==> config.mk <==
export PLATFORM = sky130hd
export DESIGN_NAME = alu_arb
export DESIGN_NICKNAME = d
export VERILOG_FILES = /design/src/rtl/alu_pkg.sv /design/src/rtl/alu.sv /design/src/rtl/alu_arb.sv
export SDC_FILE = /design/constraint.sdc
export NUM_CORES = 1
export LEC_CHECK = 0
export CAP_MARGIN = 15
export CORE_UTILIZATION = 40
export CTS_CLUSTER_DIAMETER = 100
export DETAILED_ROUTE_END_ITERATION = 10
export PLACE_DENSITY_LB_ADDON = 0.3
export SLEW_MARGIN = 25
export SYNTH_ARGS = -nofsm -noshare
export SYNTH_HDL_FRONTEND = slang
export SYNTH_SLANG_ARGS = --single-unit
==> constraint.sdc <==
create_clock -name clk_i -period 3.8 [get_ports clk_i]
set_input_delay 0.57 -clock clk_i [delete_from_list [all_inputs] [get_ports clk_i]]
set_output_delay 0.57 -clock clk_i [all_outputs]
set_load 0.1 [all_outputs]
==> src/rtl/alu_pkg.sv <==
// rtl/alu_pkg.sv - shared widths, opcode constants and arbiter state type for alu_arb
package alu_pkg;

    localparam int XLEN     = 32;
    localparam int ALU_OP_W = 6;

    localparam logic [1:0] ALU_CLS_ARITH = 2'b11;
    localparam logic [1:0] ALU_CLS_SHIFT = 2'b10;
    localparam logic [1:0] ALU_CLS_BOOL  = 2'b01;

    localparam logic [ALU_OP_W-1:0] ALU_ADD = 6'b110000;
    localparam logic [ALU_OP_W-1:0] ALU_SUB = 6'b110001;

    typedef enum logic [1:0] {
        ST_IDLE,
        ST_EXEC,
        ST_RESP
    } arb_state_e;

endpackage

==> src/rtl/alu.sv <==
// rtl/alu.sv - combinational 32-bit alu; class in op[5:4], function in op[3:0], unknown codes give 0
module alu
    import alu_pkg::*;
(
    input  logic [ALU_OP_W-1:0] op_i,
    input  logic [XLEN-1:0]     a_i,
    input  logic [XLEN-1:0]     b_i,
    output logic [XLEN-1:0]     y_o
);

    always_comb begin
        y_o = '0;
        case (op_i[5:4])
            ALU_CLS_ARITH: begin
                case (op_i[3:0])
                    4'h0:    y_o = a_i + b_i;
                    4'h1:    y_o = a_i - b_i;
                    default: y_o = '0;
                endcase
            end
            ALU_CLS_SHIFT: begin
                case (op_i[3:0])
                    4'h0:    y_o = a_i << b_i[4:0];
                    4'h1:    y_o = a_i >> b_i[4:0];
                    4'h2:    y_o = XLEN'($signed(a_i) >>> b_i[4:0]);
                    default: y_o = '0;
                endcase
            end
            ALU_CLS_BOOL: begin
                case (op_i[3:0])
                    4'h0:    y_o = a_i & b_i;
                    4'h1:    y_o = a_i | b_i;
                    4'h2:    y_o = a_i ^ b_i;
                    default: y_o = '0;
                endcase
            end
            default: y_o = '0;
        endcase
    end

endmodule

==> src/rtl/alu_arb.sv <==
// rtl/alu_arb.sv - two requesters share one alu, round-robin, one op in flight
// ALU_ARB_FASTPATH_EN: skip EXEC, compute from the granted request and register on the accept edge
module alu_arb
    import alu_pkg::*;
#(
    parameter int RR_INIT = 0
) (
    input  logic                     clk_i,
    input  logic                     rst_i,
    input  logic [1:0]               req_valid_i,
    output logic [1:0]               req_ready_o,
    input  logic [1:0][ALU_OP_W-1:0] req_op_i,
    input  logic [1:0][XLEN-1:0]     req_a_i,
    input  logic [1:0][XLEN-1:0]     req_b_i,
    output logic [1:0]               rsp_valid_o,
    input  logic [1:0]               rsp_ready_i,
    output logic [XLEN-1:0]          rsp_result_o
);

    localparam logic RR_INIT_BIT = (RR_INIT != 0);

    arb_state_e          state_q, state_d;
    logic [ALU_OP_W-1:0] op_q, op_d;
    logic [XLEN-1:0]     a_q, a_d;
    logic [XLEN-1:0]     b_q, b_d;
    logic [XLEN-1:0]     result_q, result_d;
    logic                port_q, port_d;
    logic                last_q, last_d;

    logic                grant_port;
    logic [ALU_OP_W-1:0] alu_op;
    logic [XLEN-1:0]     alu_a;
    logic [XLEN-1:0]     alu_b;
    logic [XLEN-1:0]     alu_y;

    // Lone requester always wins; a tie goes to the port not served last.
    always_comb begin
        if (&req_valid_i) begin
            grant_port = ~last_q;
        end else begin
            grant_port = req_valid_i[1];
        end
    end

`ifdef ALU_ARB_FASTPATH_EN
    always_comb begin
        if (state_q == ST_IDLE) begin
            alu_op = req_op_i[grant_port];
            alu_a  = req_a_i[grant_port];
            alu_b  = req_b_i[grant_port];
        end else begin
            alu_op = op_q;
            alu_a  = a_q;
            alu_b  = b_q;
        end
    end
`else
    assign alu_op = op_q;
    assign alu_a  = a_q;
    assign alu_b  = b_q;
`endif

    alu u_alu (
        .op_i (alu_op),
        .a_i  (alu_a),
        .b_i  (alu_b),
        .y_o  (alu_y)
    );

    always_comb begin
        state_d     = state_q;
        op_d        = op_q;
        a_d         = a_q;
        b_d         = b_q;
        result_d    = result_q;
        port_d      = port_q;
        last_d      = last_q;
        req_ready_o = 2'b00;
        rsp_valid_o = 2'b00;
        case (state_q)
            ST_IDLE: begin
                if ((|req_valid_i) && !rst_i) begin
                    req_ready_o[grant_port] = 1'b1;
                    op_d   = req_op_i[grant_port];
                    a_d    = req_a_i[grant_port];
                    b_d    = req_b_i[grant_port];
                    port_d = grant_port;
                    last_d = grant_port;
`ifdef ALU_ARB_FASTPATH_EN
                    result_d = alu_y;
                    state_d  = ST_RESP;
`else
                    state_d  = ST_EXEC;
`endif
                end
            end
            ST_EXEC: begin
                result_d = alu_y;
                state_d  = ST_RESP;
            end
            ST_RESP: begin
                rsp_valid_o[port_q] = 1'b1;
                if (rsp_ready_i[port_q]) begin
                    state_d = ST_IDLE;
                end
            end
            default: state_d = ST_IDLE;
        endcase
    end

    assign rsp_result_o = result_q;

    always_ff @(posedge clk_i or posedge rst_i) begin
        if (rst_i) begin
            state_q  <= ST_IDLE;
            op_q     <= '0;
            a_q      <= '0;
            b_q      <= '0;
            result_q <= '0;
            port_q   <= 1'b0;
            last_q   <= RR_INIT_BIT;
        end else begin
            state_q  <= state_d;
            op_q     <= op_d;
            a_q      <= a_d;
            b_q      <= b_d;
            result_q <= result_d;
            port_q   <= port_d;
            last_q   <= last_d;
        end
    end

endmodule

==> qor.csv, run 1 <==
stage,metric,value,unit
finish,diode count,0,
synthesis,Mapped Cells,1470,
setup_path,R2R cell count,14,
finish,share of layout cells above drive strength 1,17.4,%
setup_path,CP Max Fanout,4,
setup_path,WP data required,4.05,ns
global_route,first-pass GRT wire length,75000,um
synthesis,ys async rst share,100,%
sta,PnR worst setup slack,-0.0696,ns
route,wire length per cell,24.0,um
sta,skew final,0.00746,ns
route,Via Count,12800,
synthesis,Synth area leader,dfrtp_1,
sta,RSZ-0062 raised after global routing,true,
floorplanning,core area,29800,um2
route,drt first pass iters,5,
worst_hold_path,Hold Path End,rsp_result_o[6],
global_route,All-Layer GR Usage,32.4,%
route,"antenna viol nets, final",0,
sta,fmax,258,MHz
setup_path,CP arrival,4.12,ns
clock_tree,H-tree levels,3,
floorplanning,Initial Utilization,40.9,%
floorplanning,die width,177,um
global_route,initial antenna violation count,1,
status,failing checks,setup timing,
synthesis,Post-synth EDFFs,0,
route,initial drt markers,1672,
route,DR DRC count,0,
setup_path,CP startpoint kind,flop,
setup_path,reg2reg start,alu_b[7],
synthesis,area share of the largest cell type after synthesis,21.6,%
sta,Sum Neg Setup Slack,-0.244,ns
status,status,"finished, violations left",
setup_path,"Buf+Inv Stages, Crit Path",0,
synthesis,warnings from Yosys,0,
synthesis,"top cells by area, synth","dfrtp_1 22%, ha_1 10%, mux2i_1 9.7%, mux4_2 9.6%, o21ai_0 6.2%",
worst_hold_path,worst hold path class,flop to flop,
finish,final instance area,15800,um2
floorplanning,die height,177,um
clock_tree,total CTS buffers,9,
route,Routed met2 length,21200,um
setup_path,slowest CP cell,or4_4,
flow_run,Max Cap Violations,0,
worst_hold_path,Hold Crit Start,rsp_result_o[6],
setup_path,"setup slack, reg-to-reg",-0.07,ns
synthesis,most frequent cells after synthesis,"150 x o21ai_0, 145 x nor2_1, 136 x nand2_1, 118 x mux2i_1, 105 x dfrtp_1",
synthesis,cell area after synthesis,12200,um2
global_route,vias in the first global route,12200,
clock_tree,clk slew on worst S/H paths,0.08,ns
worst_hold_path,hold path depth,2,
route,vias per cell,6.12,
synthesis,#FFs+latches synth,105,
synthesis,post-synthesis cell type count,75,
setup_path,Top delay family on crit path,compound AO/OA/AOI/OAI gates,
clock_tree,Max clock buf depth,2,
clock_tree,worst skew pair latency,0.37,ns
floorplanning,# rows,63,
clock_tree,clk sinks,105,
place,DP HPWL,38400,um
setup_path,largest stage delay on the critical path,0.54,ns
route,wl on met1,21600,um
synthesis,mean post-synth cell area,8.29,um2
synthesis,Synth Net Count,1714,
synthesis,"Primary FF master, synth",dfrtp_1,
setup_path,CP cell instances,or4_4 -> or3_4 -> o21ai_2 -> xnor2_1 -> ha_1 -> a221oi_2 -> o21ai_1 -> a211o_1 -> a221oi_4 -> a211oi_4 -> a41o_1 -> o21ai_2 -> xor2_1 -> o21ai_1,
place,gpl congestion,1.04,
route,DR top layer,met5,
setup_path,reg-to-reg endpoint,rsp_result_o[28],
sta,crit share post-route,102,%
synthesis,sequential area share after synthesis,21.6,%
finish,Layout Area Growth over Synthesis,29.7,%
sta,Final Hold Viols,0,
global_route,largest net degree at the start of global routing,78,
setup_path,Critical Setup Path Class,flop to flop,
clock_tree,Root Driver,clkbuf_16,
sta,worst-margin pin slew,1.00,ns
clock_tree,CTS tree,done,
floorplanning,io pins,182,
sta,Tmin final,3.87,ns
place,Post-DP Area,15100,um2
sta,final-report setup violation count,5,
synthesis,"count leader, synth",o21ai_0,
sta,Final Hold Slack,0.476,ns
finish,nets,1935,
place,# port buffers,181,
floorplanning,die footprint,31200,um2
sta,max_slew headroom,33.1,%
setup_path,CP Capture Type,flop,
route,final WL,50000,um
sta,final slew viol count,0,
route,DR WL met3,5090,um
global_route,grt total ovfl,0,
==> registers in the layout, indices dropped and copies added, names as in the netlist <==
signal / flops
a_q: 32
alu_b: 32
alu_op: 6
last_q: 1
rsp_result_o: 32
state_q: 2
==> metrics by stage <==
stage	util (%)	setup slack (ns)	instances
floorplan	-	-0.0241	1470
finish	53.1	-0.0696	2086
global route	53.1	-0.236	2086
detailed placement	50.7	-0.247	2062
CTS	52.3	-0.113	2081
global placement	50.7	-0.214	2062
==> cell type report <==
cell class / instances / area [um2]
Inverter: 81 / 308
Multi-Input combinational cell: 1172 / 9150
Clock buffer: 9 / 225
Clock inverter: 7 / 88.8
Timing Repair Buffer: 322 / 2920
Sequential cell: 105 / 2640
Tap cell: 390 / 488
Fill cell: 2773 / 14000
==> tightest hold or removal path, delay by kind of cell (launching register included) <==
| family | cells | cell delay [ns] |
|---|---|---|
| flip-flops | 1 | 0.35 |
| AND/OR/NAND/NOR | 2 | 0.10 |
==> repair_timing <==
action,in CTS,in global routing
pin swaps,28,26
endpoints found under the setup margin,12,18
hold buffers,0,0
setup buffers,3,5
cloned,0,0
resized for setup,30,37
==> worst max-delay path by stage <==
stage / to / start / cells past startpoint
floorplan: rsp_result_o[28] / alu_b[9] / 14
global placement: rsp_result_o[29] / alu_b[9] / 16
detailed placement: rsp_result_o[29] / alu_b[9] / 16
CTS: rsp_result_o[28] / alu_b[7] / 14
global route: rsp_result_o[28] / alu_b[7] / 16
finish: rsp_result_o[28] / alu_b[7] / 14
==> cell families (layout without fill, tap and decap cells) <==
| group | Yosys count | in the layout | share of synthesized area (%) |
|---|---|---|---|
| muxes | 180 | 180 | 20.2 |
| buffers and inverters | 193 | 419 | 6.40 |
| adders and majority gates | 98 | 98 | 10.1 |
| AOI/OAI and AO/OA | 462 | 462 | 23.9 |
| and+or+nand+nor | 375 | 375 | 13.7 |
| xor gates and xnor gates | 57 | 57 | 4.16 |
| DFF | 105 | 105 | 21.6 |
==> routing by layer <==
metal	GRT usage, %	vias to the layer above
li1	-	5841
met1	45.6	6076
met2	47.6	735
met3	7.04	114
met4	13.4	2
met5	0	-
==> cell usage in the layout (no fill, tap or decap), types with 13 or more instances in the layout <==
master,Yosys,final
a22oi_1,33,33
o22ai_1,20,20
a21o_1,23,23
ha_1,97,96
mux4_2,52,52
a21oi_1,101,90
dfrtp_1,105,101
a211oi_1,27,24
inv_1,79,78
nor2_1,145,143
buf_4,5,139
nand2_1,136,134
nand3_1,17,15
xnor2_1,42,39
a31oi_1,16,13
nor3_1,17,14
mux2i_1,118,117
o21ai_0,150,139
clkdlybuf4s50_1,0,179
Power of run 1 is left out: the tool's default activity adds up to more than one toggle a clock period on the data nets, which glitch-free logic cannot reach.
==> run 2, diff against run 1 <==
--- a/config.mk
+++ b/config.mk
@@ -6,6 +6,7 @@
 export NUM_CORES = 1
 export LEC_CHECK = 0
 export CAP_MARGIN = 15
+export CORE_ASPECT_RATIO = 1.2
 export CORE_UTILIZATION = 40
 export CTS_CLUSTER_DIAMETER = 100
 export DETAILED_ROUTE_END_ITERATION = 10
==> run 2 against run 1 <==
Compared with the run above:
- final area is 0.96% higher
- clock-buffer cell count did not move
- cell count rose by 1.0%
- die area barely moved
- worst hold slack improved by 0.0082 ns
- non-clock buffer count is 21 higher
- the flow still finishes with violations (setup timing)
- via count increased by 0.13%
- clock skew is 0.0051 ns higher
- critical path type unchanged
- worst setup slack gained 0.038 ns
- first-iteration DRC count shrank 11%
- sequential share of layout area is 0.16 points lower
- highest routed layer is now met4
- maximum frequency is 0.99% higher
==> qor.csv, run 2 (synthesized netlist as in run 1, its figures left out) <==
stage,metric,value,unit,change
status,status,"finished, violations left",,
status,failing checks,setup timing,,
route,Via Count,12800,,+0.13%
sta,final slew viol count,0,,unchanged
floorplanning,die footprint,31200,um2,about the same
finish,Layout Area Growth over Synthesis,31.0,%,
setup_path,largest stage delay on the critical path,0.53,ns,about the same
floorplanning,die width,161,um,-8.6%
setup_path,Critical Setup Path Class,flop to flop,,
setup_path,CP Capture Type,flop,,
clock_tree,clk sinks,105,,unchanged
place,gpl congestion,0.985,,-5.0%
setup_path,CP arrival,4.07,ns,-0.05 ns
setup_path,CP cell instances,or4_4 -> or3_4 -> o21ai_2 -> xnor2_1 -> ha_1 -> a221oi_2 -> o21ai_1 -> a211o_1 -> a221oi_4 -> a211oi_4 -> a41o_1 -> o21ai_2 -> xor2_1 -> o21ai_1,,
setup_path,CP startpoint kind,flop,,
sta,skew final,0.0126,ns,+0.00511 ns
finish,"commonest non-fill, non-tap cell in the layout",clkdlybuf4s50_1,,
floorplanning,# rows,69,,+9.5%
floorplanning,core area,29800,um2,about the same
global_route,initial antenna violation count,0,,-1
setup_path,R2R cell count,14,,unchanged
route,DR DRC count,0,,unchanged
route,drt first pass iters,6,,+1
global_route,vias in the first global route,12200,,-0.33%
finish,fin cells,2107,,+1.0%
route,DR WL met3,4370,um,-14%
clock_tree,total CTS buffers,9,,unchanged
place,DP Worst Slack,-0.242,ns,+0.00497 ns
global_route,first-pass GRT wire length,74300,um,-0.94%
sta,crit share post-route,101,%,-1.0 points
clock_tree,Root Driver,clkbuf_16,,
global_route,largest net degree at the start of global routing,106,,+36%
clock_tree,clk slew on worst S/H paths,0.08,ns,about the same
global_route,grt total ovfl,0,,unchanged
clock_tree,worst skew pair latency,0.37,ns,about the same
route,initial drt markers,1481,,-11%
place,DP HPWL,38500,um,+0.33%
floorplanning,io pins,182,,unchanged
route,wl on met1,20300,um,-6.0%
flow_run,Max Cap Violations,0,,unchanged
worst_hold_path,worst hold path class,flop to flop,,
sta,Tmin final,3.83,ns,-0.0380 ns
sta,RSZ-0062 raised after global routing,true,,
worst_hold_path,hold path depth,2,,unchanged
setup_path,CP Max Fanout,4,,unchanged
finish,share of layout cells above drive strength 1,18.5,%,+1.1 points
setup_path,Top delay family on crit path,compound AO/OA/AOI/OAI gates,,
setup_path,"Buf+Inv Stages, Crit Path",0,,unchanged
place,# port buffers,181,,unchanged
route,final WL,49400,um,-1.2%
clock_tree,H-tree levels,3,,unchanged
route,DR top layer,met4,,
clock_tree,Max clock buf depth,2,,unchanged
sta,worst-margin pin slew,0.988,ns,-0.0124 ns
finish,nets,1956,,+1.1%
sta,max_slew headroom,33.8,%,+0.76 points
route,wire length per cell,23.5,um,-2.2%
sta,PnR worst setup slack,-0.0316,ns,+0.0380 ns
global_route,All-Layer GR Usage,31.5,%,-0.86 points
finish,diode count,0,,unchanged
route,Routed met2 length,22200,um,+4.9%
route,vias per cell,6.07,,-0.87%
setup_path,critical path depth,14,,unchanged
finish,most frequent cells in the layout,"179 x clkdlybuf4s50_1, 158 x buf_4, 143 x nor2_1",,
floorplanning,die height,193,um,+9.4%
floorplanning,Initial Utilization,40.9,%,about the same
place,placed cell count,2077,,+0.73%
sta,Final Hold Viols,0,,unchanged
setup_path,WP data required,4.04,ns,about the same
sta,fmax,261,MHz,+0.99%
sta,Final Hold Slack,0.484,ns,+0.00821 ns
sta,final-report setup violation count,4,,-1
setup_path,slowest CP cell,or4_4,,
clock_tree,CTS tree,done,,
route,"antenna viol nets, final",0,,unchanged
finish,# fillers,2810,,+1.3%
run 2: metrics by stage:
step	instance area, um2	util, %	TNS (ns)
global route	16000	53.6	-1.61
finish	16000	53.6	-0.0772
CTS	15600	52.3	-0.396
detailed placement	15200	51.1	-1.42
global placement	15200	51.1	-0.714
floorplan	12200	-	-0.0400
run 2: timing repair:
action,4_1_cts,5_1_grt
pin swaps,10,37
setup endpoints to repair,13,18
hold buffers,0,0
hold endpoints to repair,0,0
resized for setup,15,62
buffers inserted,1,14
run 2: worst paths after layout:
check	start	endpoint	slack [ns]
min	rsp_result_o[6]	rsp_result_o[6]	0.48
min in group asynchronous	rst_i	alu_b[3]	0.71
max reg2reg	alu_b[9]	rsp_result_o[28]	-0.03
max in group asynchronous	rst_i	rsp_result_o[8]	2.62
min reg2reg	rsp_result_o[6]	rsp_result_o[6]	0.48
max	alu_b[9]	rsp_result_o[28]	-0.03
run 2: worst min-delay path: stages, from the launching register on:
cell     delay, ns
dfrtp_1       0.35
nand2_1       0.05
nand2_1       0.06
run 2: final cells by class:
| class | instances | area [um2] | share of cell area (%) |
|---|---|---|---|
| multi-input combinational | 1172 | 9150 | 57.3 |
| timing repair buffer | 343 | 3070 | 19.2 |
| sequential | 105 | 2640 | 16.5 |
| tap | 390 | 488 | 3.06 |
| inverter | 81 | 308 | 1.93 |
| clock buffer | 9 | 225 | 1.41 |
| clock inverter | 7 | 88.8 | 0.556 |
run 2: layer usage:
layer / vias up / GRT usage, %
li1: 5886 / -
met1: 6058 / 42.6
met2: 710 / 48.9
met3: 130 / 5.04
met4: 0 / 15.3
met5: - / 0
Power of run 2 is left out for the same reason.
==> run 3, diff against run 2 <==
--- a/config.mk
+++ b/config.mk
@@ -7,11 +7,12 @@
 export LEC_CHECK = 0
 export CAP_MARGIN = 15
 export CORE_ASPECT_RATIO = 1.2
-export CORE_UTILIZATION = 40
+export CORE_UTILIZATION = 52
 export CTS_CLUSTER_DIAMETER = 100
 export DETAILED_ROUTE_END_ITERATION = 10
 export PLACE_DENSITY_LB_ADDON = 0.3
 export SLEW_MARGIN = 25
 export SYNTH_ARGS = -nofsm -noshare
 export SYNTH_HDL_FRONTEND = slang
+export SYNTH_HIERARCHICAL = 1
 export SYNTH_SLANG_ARGS = --single-unit
==> run 3 against run 2 <==
Compared with the run above:
- cell count grew 5.5%
- utilization increased by 18 points
- flip-flop and latch count unchanged
- area after synthesis grew 8.4%
- critical path type unchanged
- the flow still finishes with violations (setup timing)
- final area up 12%
- first-iteration DRC count is 41% higher
- critical endpoint unchanged
- worst hold slack improved by 0.025 ns
- non-clock buffer count is 98 higher
==> qor.csv, run 3 <==
stage,metric,value,unit,change
worst_hold_path,worst hold path class,flop to flop,,
setup_path,CP Max Fanout,2,,-2
sta,worst-margin pin slew,1.03,ns,+0.0384 ns
route,Via Count,14900,,+17%
sta,Tmin final,4.29,ns,+0.457 ns
setup_path,critical path depth,17,,+3
setup_path,largest stage delay on the critical path,0.56,ns,+0.03 ns
clock_tree,Root Driver,clkbuf_16,,
floorplanning,Initial Utilization,53.2,%,+12 points
setup_path,Critical Setup Path Class,flop to flop,,
clock_tree,clk sinks,105,,unchanged
sta,skew final,0.0161,ns,+0.00355 ns
setup_path,CP cell instances,or4_4 -> buf_4 -> nor4_4 -> and2_4 -> nand2_4 -> o41ai_4 -> xnor2_2 -> ha_1 -> a21o_1 -> a21o_1 -> a2111oi_4 -> nor4_2 -> a211oi_2 -> o21ai_2 -> xor2_1 -> a221o_1 -> mux2_2,,
finish,nets,2136,,+9.2%
finish,# fillers,1956,,-30%
flow_run,Max Cap Violations,0,,unchanged
sta,final slew viol count,0,,unchanged
sta,RSZ-0062 raised after global routing,true,,
clock_tree,total CTS buffers,9,,unchanged
clock_tree,H-tree levels,3,,unchanged
route,wire length per cell,25.3,um,+7.8%
setup_path,cell mode on critical path,a21o_1,,
finish,most frequent cells in the layout,"231 x buf_4, 178 x clkdlybuf4s50_1, 160 x nand2_1",,
place,# port buffers,181,,unchanged
floorplanning,io pins,182,,unchanged
finish,FF+latch area,2640,um2,unchanged
setup_path,CP endpoint,rsp_result_o[28],,
finish,"commonest non-fill, non-tap cell in the layout",buf_4,,
place,DP HPWL,41600,um,+8.0%
synthesis,"Primary FF master, synth",dfrtp_1,,
global_route,vias in the first global route,14100,,+16%
global_route,grt total ovfl,0,,unchanged
synthesis,most frequent cells after synthesis,"164 x nand2_1, 143 x nor2_1, 105 x dfrtp_1, 99 x o21ai_0, 97 x ha_1",,
synthesis,"top cells by area, synth","dfrtp_1 20%, ha_1 9.2%, mux4_2 6.6%, a221o_1 5.7%, nor3_2 5.5%",,
synthesis,ys async rst share,100,%,unchanged
setup_path,CP arrival,4.56,ns,+0.49 ns
setup_path,CP Capture Type,flop,,
synthesis,Mapped Cells,1576,,+7.2%
synthesis,mean post-synth cell area,8.39,um2,+1.1%
global_route,All-Layer GR Usage,42.1,%,+11 points
setup_path,WP data required,4.07,ns,+0.03 ns
synthesis,sequential area share after synthesis,19.9,%,-1.7 points
setup_path,CP startpoint kind,flop,,
sta,fmax,233,MHz,-11%
clock_tree,Max clock buf depth,2,,unchanged
clock_tree,clk slew on worst S/H paths,0.09,ns,about the same
setup_path,crit path from,alu_b[5],,
setup_path,"setup slack, reg-to-reg",-0.49,ns,-0.46 ns
route,initial drt markers,2094,,+41%
global_route,first-pass GRT wire length,83000,um,+12%
setup_path,"Buf+Inv Stages, Crit Path",1,,+1
finish,Multi-input gate area,10300,um2,+13%
sta,final-report setup violation count,17,,+13
global_route,initial antenna violation count,4,,+4
setup_path,reg-to-reg endpoint,rsp_result_o[28],,
synthesis,cell area after synthesis,13200,um2,+8.4%
floorplanning,# rows,63,,-8.7%
synthesis,post-synthesis cell type count,81,,+8.0%
floorplanning,core area,24800,um2,-17%
synthesis,Post-synth EDFFs,0,,unchanged
synthesis,Synth area leader,dfrtp_1,,
sta,Sum Neg Setup Slack,-4.90,ns,-4.82 ns
route,drt first pass iters,8,,+2
floorplanning,die height,177,um,-8.6%
route,DR DRC count,0,,unchanged
setup_path,slowest CP cell,or4_4,,
sta,max_slew headroom,31.3,%,-2.5 points
finish,share of layout cells above drive strength 1,28.7,%,+10 points
synthesis,"count leader, synth",nand2_1,,
floorplanning,die width,148,um,-8.6%
sta,crit share post-route,113,%,+12 points
setup_path,reg2reg start,alu_b[5],,
synthesis,area share of the largest cell type after synthesis,19.9,%,-1.7 points
status,status,"finished, violations left",,
finish,Layout Area Growth over Synthesis,35.2,%,
synthesis,warnings from Yosys,6,,+6
place,gpl congestion,1.11,,+13%
route,vias per cell,6.72,,+11%
sta,Final Hold Viols,0,,unchanged
setup_path,R2R cell count,17,,+3
sta,Final Hold Slack,0.509,ns,+0.0253 ns
finish,diode count,0,,unchanged
setup_path,Top delay family on crit path,compound AO/OA/AOI/OAI gates,,
route,"antenna viol nets, final",0,,unchanged
route,final WL,56200,um,+14%
clock_tree,worst skew pair latency,0.38,ns,about the same
floorplanning,die footprint,26100,um2,-16%
synthesis,#FFs+latches synth,105,,unchanged
sta,PnR worst setup slack,-0.489,ns,-0.457 ns
status,failing checks,setup timing,,
clock_tree,# hold bufs at CTS,0,,unchanged
clock_tree,CTS tree,done,,
global_route,largest net degree at the start of global routing,83,,-22%
synthesis,Synth Net Count,1820,,+6.2%
[run 3: cell count changes in the layout (fill, tap and decap cells not counted), sizes merged, moves of 8 or more]
cell    delta
o21ai     -48
a221o     +70
mux2i     -66
a211oi     -9
mux2      +35
mux4      -13
nor3      +70
buf       +99
a21oi      -8
o211ai    +13
a22oi     -18
nand2     +27
a221oi     +9
[run 3: cell families (layout without fill, tap and decap cells)]
kind of cell / after synthesis / after routing / share of synthesized area [%]
AO/OA/AOI/OAI: 472 / 472 / 25.0
AND/OR/NAND/NOR: 498 / 498 / 20.0
adder cells (fa/ha/maj): 98 / 98 / 9.34
buffers and inverters: 213 / 534 / 7.76
multiplexers: 136 / 136 / 14.4
flip-flops: 105 / 105 / 19.9
XOR/XNOR: 54 / 54 / 3.58
[run 3: layout make-up]
class | count | share of cell area [%]
inverter | 77 | 1.67
clock inverter | 6 | 0.343
tap | 325 | 2.28
timing repair buffer | 441 | 21.9
multi-input combinational | 1258 | 57.7
clock buffer | 10 | 1.34
sequential | 105 | 14.7
[run 3: timing repair]
action | CTS | global route
resized for setup | 85 | 75
setup buffers | 18 | 25
pin swaps | 62 | 84
setup endpoints to repair | 17 | 20
[run 3: stage by stage]
| stage | cell area [um2] | setup WS [ns] | util [%] | std cells |
|---|---|---|---|---|
| floorplan | 13300 | -0.426 | - | 1576 |
| global placement | 16500 | -0.534 | 66.6 | 2166 |
| detailed placement | 16500 | -0.576 | 66.6 | 2166 |
| CTS | 17300 | -0.515 | 69.9 | 2199 |
| global route | 17900 | -0.627 | 72.0 | 2222 |
| finish | 17900 | -0.489 | 72.0 | 2222 |
[run 3: worst min path at each step]
stage	start	to	cells past startpoint
2_1_floorplan	alu_op[0]	alu_op[0]	1
3_3_place_gp	rsp_result_o[15]	rsp_result_o[15]	1
3_5_place_dp	rsp_result_o[3]	rsp_result_o[3]	1
4_1_cts	rsp_result_o[3]	rsp_result_o[3]	1
5_1_grt	rsp_result_o[6]	rsp_result_o[6]	1
6_report	rsp_result_o[3]	rsp_result_o[3]	1
[run 3: per-layer routing]
layer / up-vias / wire (um) / track usage [%]
met5: - / 24 / 0.577
met4: 4 / 2970 / 18.7
met3: 209 / 6470 / 9.18
met2: 1063 / 25100 / 66.3
met1: 7139 / 21600 / 55.3
li1: 6513 / - / -
Power of run 3 is left out for the same reason.
